$ cat config.mk
export PLATFORM = sky130hd
export DESIGN_NAME = ds1302_access_sched
export DESIGN_NICKNAME = d
export VERILOG_FILES = /design/src/rtl/ds1302_access_sched.sv
export SDC_FILE = /design/constraint.sdc
export NUM_CORES = 1
export LEC_CHECK = 0
export CAP_MARGIN = 10
export CORE_AREA = 3 3 145 147
export CTS_CLUSTER_SIZE = 28
export DETAILED_ROUTE_END_ITERATION = 16
export DIE_AREA = 0 0 148 150
export PLACE_DENSITY = 0.83
export SYNTH_ARGS = -nofsm -noshare
export SYNTH_HDL_FRONTEND = slang
export SYNTH_SLANG_ARGS = --single-unit
$ cat constraint.sdc
create_clock -name sys_clk -period 2.99 [get_ports sys_clk]
set_clock_uncertainty 0.15 [all_clocks]
set_input_delay 0.598 -clock sys_clk [delete_from_list [all_inputs] [get_ports sys_clk]]
set_output_delay 0.598 -clock sys_clk [all_outputs]
set_load 0.02 [all_outputs]
$ cat src/rtl/ds1302_access_sched.sv
// ============================================================================
// Module      : ds1302_access_sched
// Description : Serialises host/poll read and write requests into per-register
//               DS1302 command transactions and keeps the last good BCD snapshot.
//               Optional macro DS1302_WP_CTRL_EN wraps writes with WP clear/set.
// Revision    : 1.0 - initial release
// ============================================================================
`default_nettype none

module ds1302_access_sched #(
  parameter int POLL_CYCLES    = 100_000_000,
  parameter int TIMEOUT_CYCLES = 4096
) (
  input  logic       sys_clk,
  input  logic       sys_rst_n,
  input  logic       rd_req,
  input  logic       wr_req,
  input  logic [7:0] wr_years,
  input  logic [7:0] wr_months,
  input  logic [7:0] wr_dates,
  input  logic [7:0] wr_hours,
  input  logic [7:0] wr_minutes,
  input  logic [7:0] wr_seconds,
  output logic       cmd_valid,
  input  logic       cmd_ready,
  output logic [7:0] cmd_addr,
  output logic [7:0] cmd_wdata,
  input  logic       rsp_done,
  input  logic [7:0] rsp_rdata,
  output logic [7:0] years,
  output logic [7:0] months,
  output logic [7:0] dates,
  output logic [7:0] hours,
  output logic [7:0] minutes,
  output logic [7:0] seconds,
  output logic       time_valid,
  output logic       busy,
  output logic       rd_done,
  output logic       wr_done,
  output logic       err
);

  localparam logic [2:0] c_ST_IDLE  = 3'd0;
  localparam logic [2:0] c_ST_ISSUE = 3'd1;
  localparam logic [2:0] c_ST_WAIT  = 3'd2;
  localparam logic [2:0] c_ST_DONE  = 3'd3;
  localparam logic [2:0] c_ST_ABORT = 3'd4;

  localparam logic [2:0] c_RD_LAST = 3'd5;
`ifdef DS1302_WP_CTRL_EN
  localparam logic [2:0] c_WR_LAST = 3'd7;
`else
  localparam logic [2:0] c_WR_LAST = 3'd5;
`endif

  localparam int              c_TO_W    = (TIMEOUT_CYCLES > 1) ? $clog2(TIMEOUT_CYCLES) : 1;
  localparam logic [c_TO_W-1:0] c_TO_LAST = c_TO_W'(TIMEOUT_CYCLES - 1);

  logic [2:0]        r_state;
  logic [2:0]        w_next_state;
  logic              r_is_wr;
  logic [2:0]        r_step;
  logic              r_rd_pend;
  logic              r_wr_pend;
  logic [c_TO_W-1:0] r_to_cnt;
  logic [7:0]        r_wr_sh  [6];
  logic [7:0]        r_wr_act [6];
  logic [7:0]        r_stage  [6];
  logic              w_poll_hit;
  logic              w_last_step;
  logic              w_start;
  logic [2:0]        w_wr_idx;

  assign w_last_step = r_is_wr ? (r_step == c_WR_LAST) : (r_step == c_RD_LAST);
  assign w_start     = (r_state == c_ST_IDLE) && (r_rd_pend || r_wr_pend);

`ifdef DS1302_WP_CTRL_EN
  assign w_wr_idx = r_step - 3'd1;
`else
  assign w_wr_idx = r_step;
`endif

  // Free-running poll timer; keeps counting while a sequence is in flight.
  generate
    if (POLL_CYCLES > 0) begin : g_poll
      localparam int                c_POLL_W    = (POLL_CYCLES > 1) ? $clog2(POLL_CYCLES) : 1;
      localparam logic [c_POLL_W-1:0] c_POLL_LAST = c_POLL_W'(POLL_CYCLES - 1);
      logic [c_POLL_W-1:0] r_poll_cnt;

      always_ff @(posedge sys_clk or negedge sys_rst_n) begin
        if (!sys_rst_n) begin
          r_poll_cnt <= '0;
        end else if (r_poll_cnt == c_POLL_LAST) begin
          r_poll_cnt <= '0;
        end else begin
          r_poll_cnt <= r_poll_cnt + 1'b1;
        end
      end

      assign w_poll_hit = (r_poll_cnt == c_POLL_LAST);
    end else begin : g_no_poll
      assign w_poll_hit = 1'b0;
    end
  endgenerate

  always_ff @(posedge sys_clk or negedge sys_rst_n) begin
    if (!sys_rst_n) begin
      r_state <= c_ST_IDLE;
    end else begin
      r_state <= w_next_state;
    end
  end

  always_comb begin
    w_next_state = r_state;
    case (r_state)
      c_ST_IDLE:  if (r_rd_pend || r_wr_pend) w_next_state = c_ST_ISSUE;
      c_ST_ISSUE: if (cmd_ready) w_next_state = c_ST_WAIT;
      c_ST_WAIT: begin
        if (rsp_done) begin
          w_next_state = w_last_step ? c_ST_DONE : c_ST_ISSUE;
        end else if (r_to_cnt == c_TO_LAST) begin
          w_next_state = c_ST_ABORT;
        end
      end
      c_ST_DONE:  w_next_state = c_ST_IDLE;
      c_ST_ABORT: w_next_state = c_ST_IDLE;
      default:    w_next_state = c_ST_IDLE;
    endcase
  end

  always_comb begin
    cmd_valid = (r_state == c_ST_ISSUE);
    busy      = (r_state != c_ST_IDLE);
    rd_done   = (r_state == c_ST_DONE) && !r_is_wr;
    wr_done   = (r_state == c_ST_DONE) && r_is_wr;
    err       = (r_state == c_ST_ABORT);
    cmd_addr  = 8'h00;
    cmd_wdata = 8'h00;
    if (r_state == c_ST_ISSUE) begin
      if (!r_is_wr) begin
        case (r_step)
          3'd0:    cmd_addr = 8'h81;
          3'd1:    cmd_addr = 8'h83;
          3'd2:    cmd_addr = 8'h85;
          3'd3:    cmd_addr = 8'h87;
          3'd4:    cmd_addr = 8'h89;
          default: cmd_addr = 8'h8D;
        endcase
`ifdef DS1302_WP_CTRL_EN
      end else if (r_step == 3'd0) begin
        cmd_addr  = 8'h8E;
        cmd_wdata = 8'h00;
      end else if (r_step == c_WR_LAST) begin
        cmd_addr  = 8'h8E;
        cmd_wdata = 8'h80;
`endif
      end else begin
        case (w_wr_idx)
          3'd0: begin
            cmd_addr  = 8'h80;
            cmd_wdata = {1'b0, r_wr_act[0][6:0]};  // CH=0 keeps the oscillator running
          end
          3'd1: begin
            cmd_addr  = 8'h82;
            cmd_wdata = r_wr_act[1];
          end
          3'd2: begin
            cmd_addr  = 8'h84;
            cmd_wdata = r_wr_act[2];
          end
          3'd3: begin
            cmd_addr  = 8'h86;
            cmd_wdata = r_wr_act[3];
          end
          3'd4: begin
            cmd_addr  = 8'h88;
            cmd_wdata = r_wr_act[4];
          end
          default: begin
            cmd_addr  = 8'h8C;
            cmd_wdata = r_wr_act[5];
          end
        endcase
      end
    end
  end

  // Set terms come last so a request arriving as its sequence starts is kept.
  always_ff @(posedge sys_clk or negedge sys_rst_n) begin
    if (!sys_rst_n) begin
      r_rd_pend <= 1'b0;
      r_wr_pend <= 1'b0;
      r_is_wr   <= 1'b0;
      r_step    <= 3'd0;
      r_to_cnt  <= '0;
      for (int i = 0; i < 6; i++) begin
        r_wr_sh[i]  <= 8'h00;
        r_wr_act[i] <= 8'h00;
        r_stage[i]  <= 8'h00;
      end
    end else begin
      if (w_start) begin
        r_is_wr <= r_wr_pend;
        r_step  <= 3'd0;
        if (r_wr_pend) begin
          r_wr_pend <= 1'b0;
          r_wr_act  <= r_wr_sh;
        end else begin
          r_rd_pend <= 1'b0;
        end
      end
      if (rd_req || w_poll_hit) r_rd_pend <= 1'b1;
      if (wr_req) begin
        r_wr_pend  <= 1'b1;
        r_wr_sh[0] <= wr_seconds;
        r_wr_sh[1] <= wr_minutes;
        r_wr_sh[2] <= wr_hours;
        r_wr_sh[3] <= wr_dates;
        r_wr_sh[4] <= wr_months;
        r_wr_sh[5] <= wr_years;
      end

      if (r_state == c_ST_WAIT && rsp_done) begin
        if (!r_is_wr) r_stage[r_step] <= rsp_rdata;
        if (!w_last_step) r_step <= r_step + 3'd1;
      end

      if (r_state == c_ST_ISSUE) begin
        r_to_cnt <= '0;
      end else if (r_state == c_ST_WAIT) begin
        r_to_cnt <= r_to_cnt + 1'b1;
      end
    end
  end

  // Snapshot only moves on a complete read, so an abort leaves it untouched.
  always_ff @(posedge sys_clk or negedge sys_rst_n) begin
    if (!sys_rst_n) begin
      seconds    <= 8'h00;
      minutes    <= 8'h00;
      hours      <= 8'h00;
      dates      <= 8'h00;
      months     <= 8'h00;
      years      <= 8'h00;
      time_valid <= 1'b0;
    end else if (r_state == c_ST_DONE && !r_is_wr) begin
      seconds    <= {1'b0, r_stage[0][6:0]};
      minutes    <= r_stage[1];
      hours      <= {1'b0, r_stage[2][6:0]};
      dates      <= r_stage[3];
      months     <= r_stage[4];
      years      <= r_stage[5];
      time_valid <= 1'b1;
    end
  end

endmodule

`default_nettype wire

==> flow_metrics.tcl <==
set metrics [dict create \
    gp_congestion 0.836 \
    core_um2 20000 \
    p_per_area_nw_per_um2 834 \
    cts_root_buffer "clkbuf_16" \
    grt_use_total_pct 19.7 \
    synth_area_um2 9900 \
    seqCellArea_um2 5880 \
    sw_frac_of_total_pct 30.3 \
    violations "setup timing" \
    ant_nets 0 \
    ys_types 56 \
    antenna_found_initial 0 \
    slowest_stage "dfrtp_1" \
    synth.avg_cell_area_um2 13.6 \
    final_layout_size_suffix_gt1_share_pct 35.7 \
    switchingPower_mw 3.18 \
    portBuffers 125 \
    grt_pass1_wl_um 35300 \
    drt_iter0_markers 343 \
    post-dp-hpwl_um 14400 \
    synth_seq_cells 235 \
    dp.cells 1117 \
    seq_area_frac_synth_pct 59.4 \
    vias_per_cell 5.53 \
    combPwrFrac_pct 29.9 \
    max_freq_ghz 0.325 \
    yosysWarnings 0 \
    relSlewSlack_pct 58.4 \
    async_flop_share_pct 100 \
    final_cells 1168 \
    hp-class "reg2reg" \
    design.die.area_um2 22200 \
    fin_crit_sh_pct 103 \
    fillCellCount 1547 \
    maxCapViolCount 0 \
    synth-edff-count 0 \
    intPower_mw 7.31 \
    syn_inst 726 \
    crit_top_cell "buf_4" \
    grt_max_degree 79 \
    finalHoldViolCount 0 \
    io_pins 132 \
    path_max_fanout 4 \
    status "finished, violations left" \
    dp_worst_setup_slack_ns -0.125 \
    worstMarginPinSlew_ns 0.625 \
    initial_core_util_pct 49.4 \
    rows 52 \
    multiInputGateArea_um2 3900 \
    cp.arrival_ns 2.33 \
    nets 949 \
    syn_to_final_growth_pct 27.0 \
    seqPwrFrac_pct 40.9 \
    clkTransAtPathRegs_ns 0.06 \
    drt_drc_violations_left 0 \
    min_period_ns 3.07 \
    utilization_pct 62.8 \
    critPathCaptureType "output pin" \
    rsz0062_at_grt "yes" \
    peakVddDrop_mv 0.603 \
    first_pass_iters 6 \
    post_dp_cell_area_um2 11600 \
    worstPathRequired_ns 2.24 \
    vias 6457 \
    diodes 0 \
    cts_tree "done" \
    setup_viol 6 \
    report.final.slew_viol_count 0 \
    clk_path_buf_depth 3 \
    design_area_um2 12600 \
    fin_ws_ns -0.0842 \
    synth_flop_cell "dfrtp_1" \
    cts-buffers-inserted 25 \
    clock-sinks 235 \
    routed_wl_um 21800 \
    max_stage_delay_ns 0.40 \
    clkPwrFrac_pct 29.2 \
    crit_type "reg2out" \
    die_h_um 150 \
    dieWidth_um 148 \
    cp_cell_sequence "inv_1 > buf_4 > ha_1 > o21bai_2 > buf_4 > buf_6 > o21bai_1 > a31oi_1 > buf_4" \
    htreeDepth 1 \
    leakage_nw 5.58 \
    wl_per_cell_um 18.7 \
    insertion_delay_ns 0.52 \
    grt_pass1_vias 6830 \
    grt-ovfl-total 0 \
    cp-start-kind "flip-flop" \
]
-- cell usage in the layout (no fill, tap or decap), types with 4 or more instances in the layout --
cell             synthesis  layout
buf_12                   0       4
or2_2                    4       4
clkbuf_8                 0       9
xor2_1                   8       8
nor2_1                  23      22
xnor2_1                  8       8
a31oi_1                  8       6
o21bai_1                 8       7
clkdlybuf4s50_1          0     109
and3_1                   5       5
clkinv_2                 0       4
or4_1                    5       5
o31ai_1                  6       6
nand4_1                  6       6
nor3_1                   9       8
inv_1                   10       9
nand3_1                 14      14
nand2_1                 35      34
a222oi_1                 7       7
clkbuf_16                0      25
conb_1                   1       5
mux2_2                 193     193
buf_2                   10       5
or3_1                    5       5
a21oi_1                 14      13
dfrtp_1                235     233
o21ai_0                 18      18
nor4_1                   6       6
buf_4                    7      36
buf_6                    2       4
-- cell type report --
type | count | area share [%]
sequential | 235 | 46.8
multi-input combinational | 443 | 31.0
timing repair buffer | 165 | 12.6
clock buffer | 37 | 6.05
tap | 270 | 2.69
clock inverter | 8 | 0.617
inverter | 10 | 0.298
-- worst paths after layout --
kind	startpoint	endpoint	slack [ns]	cells past startpoint
worst min-delay path	r_to_cnt[11]$_DFFE_PN0P_	r_to_cnt[11]$_DFFE_PN0P_	0.33	1
max in group asynchronous	sys_rst_n	r_step[0]$_DFF_PN0_	1.43	3
worst max-delay path	r_step[1]$_DFF_PN0_	cmd_wdata[4]	-0.08	9
worst max register to register	g_poll.r_poll_cnt[0]$_DFF_PN0_	g_poll.r_poll_cnt[26]$_DFF_PN0_	0.78	6
min in group asynchronous	sys_rst_n	months[5]$_DFFE_PN0P_	0.51	2
worst min register to register	r_to_cnt[11]$_DFFE_PN0P_	r_to_cnt[11]$_DFFE_PN0P_	0.33	1
-- synth_stat cells, drive strengths merged (2+ instances only) --
library cell / count / area (um2)
nand3: 15 / 80.1
xor2: 8 / 70.1
a21oi: 14 / 70.1
nor2: 23 / 86.3
and4: 2 / 17.5
nor4: 8 / 80.1
o21bai: 8 / 60.1
mux2: 193 / 2170
a222oi: 7 / 70.1
and3: 5 / 31.3
nor4bb: 2 / 20.0
nor3b: 2 / 15.0
dfrtp: 235 / 5880
nor3: 11 / 65.1
o31ai: 6 / 45.0
nand4: 8 / 62.6
buf: 25 / 148
inv: 10 / 37.5
o41ai: 2 / 17.5
o21ai: 18 / 90.1
a32o: 2 / 20.0
nand2b: 3 / 18.8
mux2i: 2 / 20.0
a21o: 2 / 15.0
a22o: 3 / 26.3
xnor2: 8 / 70.1
or3b: 2 / 17.5
nand2: 35 / 131
clkbuf: 17 / 63.8
nor2b: 5 / 31.3
ha: 7 / 87.6
or4: 5 / 37.5
or2: 4 / 25.0
and2: 3 / 18.8
or3: 6 / 42.5
a31oi: 8 / 50.1
-- metal layers --
metal  routed length, um  vias up  track usage, %
met2               11000      179            34.4
met3                 975       69            3.15
met1                8910     3291            25.2
met4                 859        0            6.65
li1                    -     2918               -
met5                   0        -               0
-- state kept, by name, summed over array words and instances (netlist names), 12 cells and up --
name	count
r_wr_act	47
g_poll.r_poll_cnt	27
r_stage	46
r_to_cnt	12
r_wr_sh	47
-- metrics by stage --
step | hold slack, ns | power (mW) | setup TNS (ns)
2_1_floorplan | 0.152 | 6.09 | 0
3_3_place_gp | 0.302 | 7.21 | -0.0627
4_1_cts | 0.328 | 10.5 | -0.115
3_5_place_dp | 0.314 | 7.32 | -0.293
6_report | 0.329 | 10.5 | -0.260
5_1_grt | 0.362 | 11.0 | -0.870
-- worst max-delay path: cells and delay by family, from the launching register on --
family	cells	cell delay [ns]
buffers and inverters	5	0.72
adders and majority gates	1	0.21
DFF	1	0.40
AOI/OAI and AO/OA	3	0.49
-- power by group through the flow --
stage,Clock [mW],Combinational (mW),Sequential [mW]
2_1_floorplan,0,1.81,4.28
3_3_place_gp,0,2.92,4.29
3_5_place_dp,0,3.00,4.32
4_1_cts,3.14,3.09,4.28
5_1_grt,3.26,3.36,4.37
6_report,3.06,3.14,4.29
-- cells by family (layout without fill, tap and decap cells) --
logic type / Yosys count / in the layout / share of synthesized area (%)
XOR/XNOR: 16 / 16 / 1.42
multiplexers: 195 / 195 / 22.2
flip-flops: 235 / 235 / 59.4
AO/OA/AOI/OAI: 77 / 77 / 5.30
other: 1 / 5 / 0.0379
AND/OR/NAND/NOR: 143 / 143 / 8.30
adder cells (fa/ha/maj): 7 / 7 / 0.885
buffers and inverters: 52 / 220 / 2.51
-- what timing repair did --
action / 4_1_cts / 5_1_grt
gates cloned: 2 / 0
resized for setup: 75 / 12
hold buffers: 1 / 0
endpoints found under the setup margin: 14 / 11
setup buffers: 1 / 2
hold endpoints to repair: 73 / 0
pin swaps: 4 / 4
Note: power is estimated with default switching activity, not from simulation.
